$ cat config.mk
export PLATFORM = sky130hd
export DESIGN_NAME = gerador_eventos
export DESIGN_NICKNAME = d
export VERILOG_FILES = /design/src/rtl/gerador_eventos.sv
export SDC_FILE = /design/constraint.sdc
export NUM_CORES = 1
export LEC_CHECK = 0
export ABC_CLOCK_PERIOD_IN_PS = 4800
export CAP_MARGIN = 25
export CORE_ASPECT_RATIO = 1.25
export CORE_MARGIN = 5
export CORE_UTILIZATION = 45
export CTS_CLUSTER_DIAMETER = 50
export CTS_CLUSTER_SIZE = 16
export DETAILED_ROUTE_END_ITERATION = 8
export GPL_ROUTABILITY_DRIVEN = 1
export PLACE_DENSITY_LB_ADDON = 0.3
export SYNTH_ARGS = -nofsm -noshare
export SYNTH_HDL_FRONTEND = slang
export SYNTH_SLANG_ARGS = --single-unit
$ cat constraint.sdc
create_clock -name CLOCK_50 -period 4.8 [get_ports CLOCK_50]
set_clock_uncertainty 0.05 [all_clocks]
set_input_delay 0.48 -clock CLOCK_50 [delete_from_list [all_inputs] [get_ports CLOCK_50]]
set_output_delay 0.48 -clock CLOCK_50 [all_outputs]
set_load 0.1 [all_outputs]
$ cat src/rtl/gerador_eventos.sv
// gerador_eventos: synchronises and debounces the light sensor and push-button, tracks DIA/NOITE
// and emits stretched active-low dawn/dusk/manual request strobes. GERADOR_CONTADOR_EN adds eventos[7:0].
module gerador_eventos #(
  parameter int   LUZ_CYCLES   = 50000000,
  parameter int   BOTAO_CYCLES = 1000000,
  parameter int   PULSE_CYCLES = 5,
  parameter logic INIT_DIA     = 1'b0
) (
  input  logic       CLOCK_50,
  input  logic       reset,
  input  logic       luz,
  input  logic       botao_n,
  output logic       amanhecer_n,
  output logic       anoitecer_n,
  output logic       controle_n,
`ifdef GERADOR_CONTADOR_EN
  output logic [7:0] eventos,
`endif
  output logic       dia
);

  localparam int LW = $clog2(LUZ_CYCLES + 1);
  localparam int BW = $clog2(BOTAO_CYCLES + 1);
  localparam int PW = $clog2(PULSE_CYCLES + 1);
  localparam logic [LW-1:0] LUZ_MAX      = LW'(LUZ_CYCLES - 1);
  localparam logic [BW-1:0] BOTAO_MAX    = BW'(BOTAO_CYCLES - 1);
  localparam logic [PW-1:0] PULSE_RELOAD = PW'(PULSE_CYCLES - 1);

  typedef enum logic {NOITE = 1'b0, DIA = 1'b1} estado_t;

  logic          luz_meta_r, luz_sync_r, botao_meta_r, botao_sync_r;
  logic          filt_luz_r, filt_botao_r, botao_prev_r;
  logic [LW-1:0] cnt_luz_r;
  logic [BW-1:0] cnt_botao_r;
  logic [PW-1:0] rem_am_r, rem_an_r, rem_ct_r;
  estado_t       estado_r;
  logic          fire_am_s, fire_an_s, fire_ct_s;

  // two-flop synchronisers, preset to the reset-time filtered values
  always_ff @(posedge CLOCK_50) begin
    if (reset) begin
      luz_meta_r   <= INIT_DIA;
      luz_sync_r   <= INIT_DIA;
      botao_meta_r <= 1'b1;
      botao_sync_r <= 1'b1;
    end else begin
      luz_meta_r   <= luz;
      luz_sync_r   <= luz_meta_r;
      botao_meta_r <= botao_n;
      botao_sync_r <= botao_meta_r;
    end
  end

  // light debounce: accept only after LUZ_CYCLES consecutive differing samples
  always_ff @(posedge CLOCK_50) begin
    if (reset) begin
      filt_luz_r <= INIT_DIA;
      cnt_luz_r  <= '0;
    end else if (luz_sync_r == filt_luz_r) begin
      cnt_luz_r <= '0;
    end else if (cnt_luz_r == LUZ_MAX) begin
      filt_luz_r <= luz_sync_r;
      cnt_luz_r  <= '0;
    end else begin
      cnt_luz_r <= cnt_luz_r + LW'(1);
    end
  end

  // button debounce: same scheme with BOTAO_CYCLES
  always_ff @(posedge CLOCK_50) begin
    if (reset) begin
      filt_botao_r <= 1'b1;
      cnt_botao_r  <= '0;
    end else if (botao_sync_r == filt_botao_r) begin
      cnt_botao_r <= '0;
    end else if (cnt_botao_r == BOTAO_MAX) begin
      filt_botao_r <= botao_sync_r;
      cnt_botao_r  <= '0;
    end else begin
      cnt_botao_r <= cnt_botao_r + BW'(1);
    end
  end

  assign fire_am_s = (estado_r == NOITE) && filt_luz_r;
  assign fire_an_s = (estado_r == DIA) && !filt_luz_r;
  assign fire_ct_s = botao_prev_r && !filt_botao_r;
  assign dia       = (estado_r == DIA);

  // day/night FSM and the three pulse stretchers; dawn and dusk cancel each other
  always_ff @(posedge CLOCK_50) begin
    if (reset) begin
      estado_r     <= estado_t'(INIT_DIA);
      botao_prev_r <= 1'b1;
      amanhecer_n  <= 1'b1;
      anoitecer_n  <= 1'b1;
      controle_n   <= 1'b1;
      rem_am_r     <= '0;
      rem_an_r     <= '0;
      rem_ct_r     <= '0;
    end else begin
      botao_prev_r <= filt_botao_r;
      case (estado_r)
        NOITE:   if (filt_luz_r) estado_r <= DIA;   else estado_r <= NOITE;
        DIA:     if (!filt_luz_r) estado_r <= NOITE; else estado_r <= DIA;
        default: estado_r <= estado_t'(INIT_DIA);
      endcase

      if (fire_am_s) begin
        amanhecer_n <= 1'b0;
        rem_am_r    <= PULSE_RELOAD;
        anoitecer_n <= 1'b1;
        rem_an_r    <= '0;
      end else if (fire_an_s) begin
        anoitecer_n <= 1'b0;
        rem_an_r    <= PULSE_RELOAD;
        amanhecer_n <= 1'b1;
        rem_am_r    <= '0;
      end else begin
        if (rem_am_r != '0) begin
          rem_am_r    <= rem_am_r - PW'(1);
          amanhecer_n <= 1'b0;
        end else begin
          amanhecer_n <= 1'b1;
        end
        if (rem_an_r != '0) begin
          rem_an_r    <= rem_an_r - PW'(1);
          anoitecer_n <= 1'b0;
        end else begin
          anoitecer_n <= 1'b1;
        end
      end

      if (fire_ct_s) begin
        controle_n <= 1'b0;
        rem_ct_r   <= PULSE_RELOAD;
      end else if (rem_ct_r != '0) begin
        rem_ct_r   <= rem_ct_r - PW'(1);
        controle_n <= 1'b0;
      end else begin
        controle_n <= 1'b1;
      end
    end
  end

`ifdef GERADOR_CONTADOR_EN
  // saturating count of dawn and dusk fires
  always_ff @(posedge CLOCK_50) begin
    if (reset) begin
      eventos <= 8'd0;
    end else if ((fire_am_s || fire_an_s) && (eventos != 8'hFF)) begin
      eventos <= eventos + 8'd1;
    end else begin
      eventos <= eventos;
    end
  end
`endif

endmodule
### Yosys cells after proc, flatten, opt, wreduce, memory -nomap -nowiden

Index checks and enable logic that the tools add are counted.

* add/subtract/negate cells: 5
* muxes and demuxes: 15
* bitwise gates (word level): 3
* equal/unequal tests: 4
* reduce and logical (&&, ||, !) cells: 18

Operators by type and width (number)
* adder 26 x 1 -> 26 bit (second input constant): 1
* == test 26 bit (second input constant): 1
* 2-to-1 mux 3 bit: 7
* adder 20 x 1 -> 20 bit (second input constant): 1
* == test 20 bit (second input constant): 1
* nonzero test 3 bit: 4
* OR reduction 3 bit: 3
* subtractor 3 x 1 -> 3 bit (second input constant): 3
* 2-to-1 mux 1 bit: 8
* AND reduction 2 bit: 2
* nonzero test 2 bit: 2
* OR reduction 2 bit: 2
* logical AND 1 bit: 3
* NOT 1 bit: 3
* == test 1 bit: 2
* zero test 1 bit: 2

* logic and storage cells: 64
* register bits: 66
* input port bits: 4
* output and inout port bits: 4

### Logic depth before layout (Yosys ltp)

* word-level depth: 4
* gate-level depth with buffers: 7
* mapped depth without buffers: 7

### Least setup slack after synthesis

OpenSTA, ideal clock, no wires.

* kind: register -> register
* from: reg cnt_luz_r[0]
* to: reg cnt_luz_r[20]
* path buffers: 1
* cell stages (with the launch flop): 7
* period minus slack after synthesis: 2.052 ns
* required time: 4.684 ns
* setup slack: 2.748 ns
* setup time: 0.066 ns
* data arrival time: 1.936 ns
* cells stage by stage: dfxtp_1 ha_1 nand4_1 or4_4 buf_6 or4_4 a21oi_2

* cells in the longest elaborated chain, start to end: 2
* elaborated cells between the ends (all ways): 3
* those cells by class: add/sub: 1; eq/ne: 1; reduce/logical: 1

RTL lines
* start: declaration: line 33 `logic [LW-1:0] cnt_luz_r;`
* start signal: assignment: line 65 `cnt_luz_r <= cnt_luz_r + LW'(1);`
* parallel branches: the longest is 2 deep, another holds adder 26 x 1 -> 26 bit

Parallel ways; which one is timed is not known.
A chain may end at the register's enable or synchronous reset.

### Worst setup path after layout

* from: reg cnt_luz_r[0]
* to: reg cnt_luz_r[22]

The elaborated chain is that of the path after synthesis.

==> impl_metrics.json <==
{
  "area_delta_synth_final_pct": 11.5,
  "dp_hpwl_mm": 3.90,
  "slew_headroom_pct": 35.5,
  "rows": 33,
  "initial_core_util_pct": 46.1,
  "status": "finished, final reports clean",
  "crit_arrival_ps": 2790,
  "gp_congestion": 0.797,
  "period_needed_ps": 2610,
  "reg2reg_depth": 5,
  "cp-start-kind": "flop",
  "p_int_mw": 0.988,
  "power.share.clock_pct": 37.3,
  "synth_nets": 359,
  "place_ws_ps": 2160,
  "grt_antenna_before_repair": 0,
  "synth-async-reset-ratio_pct": 0,
  "clock-sinks": 66,
  "root_buffer": "clkbuf_8",
  "critPathKind": "reg2reg",
  "avgSynthCellArea_sq_um": 8.82,
  "die_w_microns": 83.3,
  "switching_share_pct": 28.6,
  "max-vdd-ir-drop_mv": 0.302,
  "totalPowerFinal_mw": 1.38,
  "timing.rr.start": "cnt_luz_r[0]",
  "crit_path_end_kind": "flop",
  "hp-class": "reg2reg",
  "synth-compound-area-share_pct": 11.7,
  "final.period_utilization_pct": 54.3,
  "synth-seq-area-share_pct": 43.7,
  "synth_top_family_by_area": "simple AND/OR/NAND/NOR gates",
  "cap_viol_max_count": 0,
  "cts_setup_buffers": 0,
  "tns_ps": 0,
  "clock_latency_ps": 340,
  "layout.nets": 365,
  "drt-wirelength-per-cell_microns": 12.0,
  "synthAdderAreaFrac_pct": 4.96,
  "timing.final.ws_setup_ps": 2190,
  "layout_commonest_cell": "dfxtp_1",
  "cts_buffers": 9,
  "core_area_sq_um": 6570,
  "num_antenna_cells": 0,
  "dr.pass1.iters": 4,
  "io_pins": 8,
  "critPathCapture": "cnt_luz_r[22]",
  "die_h_microns": 102,
  "placement.io_buffers": 7,
  "r2r_end": "cnt_luz_r[22]",
  "synth_edf_count": 0,
  "cts_hold_buf": 0,
  "die-area_sq_um": 8470,
  "synth_area_leaders": "dfxtp_1 (44%), ha_1 (5.0%), nor2_1 (4.7%), xor2_1 (4.3%), a21oi_1 (4.0%)",
  "fmax_mhz": 383,
  "synthMuxAreaShare_pct": 0.703,
  "slew_viol_final": 0,
  "synthXorXnorAreaFrac_pct": 7.53,
  "yosysTopAreaCellShare_pct": 43.7,
  "gr-total-overflow": 0,
  "synthSimpleGateAreaFrac_pct": 26.6,
  "tightest_slew_ps": 964,
  "setup_viol": 0,
  "vias": 2318,
  "slowest_stage": "o31ai_4",
  "drt-total-wl_mm": 5.28,
  "crit_chain": "ha_1, nand4_1, or4_4, o31ai_4, o21ba_2",
  "cp_max_fo": 25,
  "cts_resized": 0,
  "drive_gt1_share_pct": 8.19,
  "p_seq_share_pct": 43.6,
  "grt_first_pass_wirelength_mm": 9.77,
  "cts-htree-levels": 3,
  "synthCells": 343,
  "synth_top_area_cell": "dfxtp_1",
  "power.density_nw_per_um2": 410,
  "grt_max_degree": 26,
  "ys_ff_latch": 66,
  "syn_area_sq_um": 3020,
  "synth_warnings": 0,
  "synth.distinct_cells": 44,
  "required_ps": 4980,
  "clk_pin_slew_ps": 80,
  "clock_tree.buffer_depth": 2,
  "r2r_setup_slack_ps": 2190,
  "synth-main-ff-cell": "dfxtp_1",
  "max_stage_delay_ps": 870,
  "finalHoldViolations": 0,
  "p_sw_mw": 0.395,
  "grt_usage_pct": 14.1,
  "combPwrFrac_pct": 19.1,
  "final_cell_mix": "dfxtp_1 (66), nor2_1 (38), a21oi_1 (24), inv_1 (21), nand2_1 (19)",
  "rsz0062_at_grt": "no",
  "ant_nets": 0,
  "grt_pass1_vias": 2321,
  "cts_tree": "done",
  "crit_path_start": "cnt_luz_r[0]",
  "dr.first_iter.drc_count": 89,
  "p_leak_nw": 1.11,
  "remaining_drc_errors": 0,
  "detail_route.vias_per_cell": 5.26,
  "fillers": 607
}
synth_stat cells (2+ instances only):
cell type	count
dfxtp_1	66
nor2_1	38
a21oi_1	24
inv_1	21
nand2_1	19
xor2_1	15
nand4_1	14
nand3_1	13
o31ai_1	13
ha_1	12
or4_1	12
o21ai_0	11
xnor2_1	11
or3_1	9
clkbuf_1	8
and3_1	6
nor3_1	6
nor2b_1	5
and4_1	4
or2_2	4
and2_1	3
buf_2	2
buf_4	2
nand2b_1	2
nor3b_1	2
nor4_1	2
or4_4	2
how the worst min path moves through the flow:
stage	startpoint	endpoint	slack (ps)	depth (start not counted)
3_5_place_dp	botao_meta_r	botao_sync_r	350	1
5_1_grt	botao_meta_r	botao_sync_r	400	1
6_report	botao_meta_r	botao_sync_r	380	1
2_1_floorplan	botao_meta_r	botao_sync_r	340	1
3_3_place_gp	botao_meta_r	botao_sync_r	350	1
4_1_cts	botao_meta_r	botao_sync_r	380	1
power by group through the flow:
stage	sequential, mW	combinational, mW	clock, mW
2_1_floorplan	0.683	0.148	0
3_3_place_gp	0.614	0.260	0
3_5_place_dp	0.616	0.267	0
4_1_cts	0.604	0.270	0.532
5_1_grt	0.607	0.303	0.560
6_report	0.603	0.264	0.515
registers in the layout, indices dropped and copies added (netlist names), 3 cells and up:
| name | flops |
|---|---|
| cnt_luz_r | 26 |
| cnt_botao_r | 20 |
| rem_am_r | 3 |
| rem_an_r | 3 |
| rem_ct_r | 3 |
metrics by stage:
stage,cells,hold slack [ps],util (%),area [sq um]
finish,441,375,51.4,3370
global route,441,399,51.4,3370
CTS,441,384,51.4,3370
detailed placement,425,353,47.9,3140
global placement,425,352,47.9,3140
floorplan,343,339,-,3020
cell type report:
type	instances	area, sq um	area share, %
Clock buffer	10	138	4.08
Clock inverter	6	90.1	2.67
Inverter	21	78.8	2.34
Multi-Input combinational cell	243	1560	46.2
Sequential cell	66	1320	39.2
Tap cell	87	109	3.23
Timing Repair Buffer	8	77.6	2.30
critical path: cells and delay by family (launching register included):
| kind | cells | cell delay, ps |
|---|---|---|
| compound gates | 2 | 1130 |
| fa+ha+maj | 1 | 230 |
| flops | 1 | 360 |
| simple gates | 2 | 740 |
kinds of logic (layout without fill, tap and decap cells):
logic type / Yosys count / after routing
and+or+nand+nor: 147 / 147
DFF: 66 / 66
AOI/OAI and AO/OA: 56 / 56
buffers and inverters: 34 / 45
xor gates and xnor gates: 26 / 26
adders and majority gates: 12 / 12
muxes: 2 / 2
metal layers:
| metal | part of all wire [%] | global-route usage (%) |
|---|---|---|
| met2 | 51 | 25.8 |
| met3 | 2.7 | 4.15 |
| met1 | 45 | 15.0 |
| met4 | 1.6 | 6.67 |
| met5 | 0 | 0 |
Power figures use the tool's default switching activity.
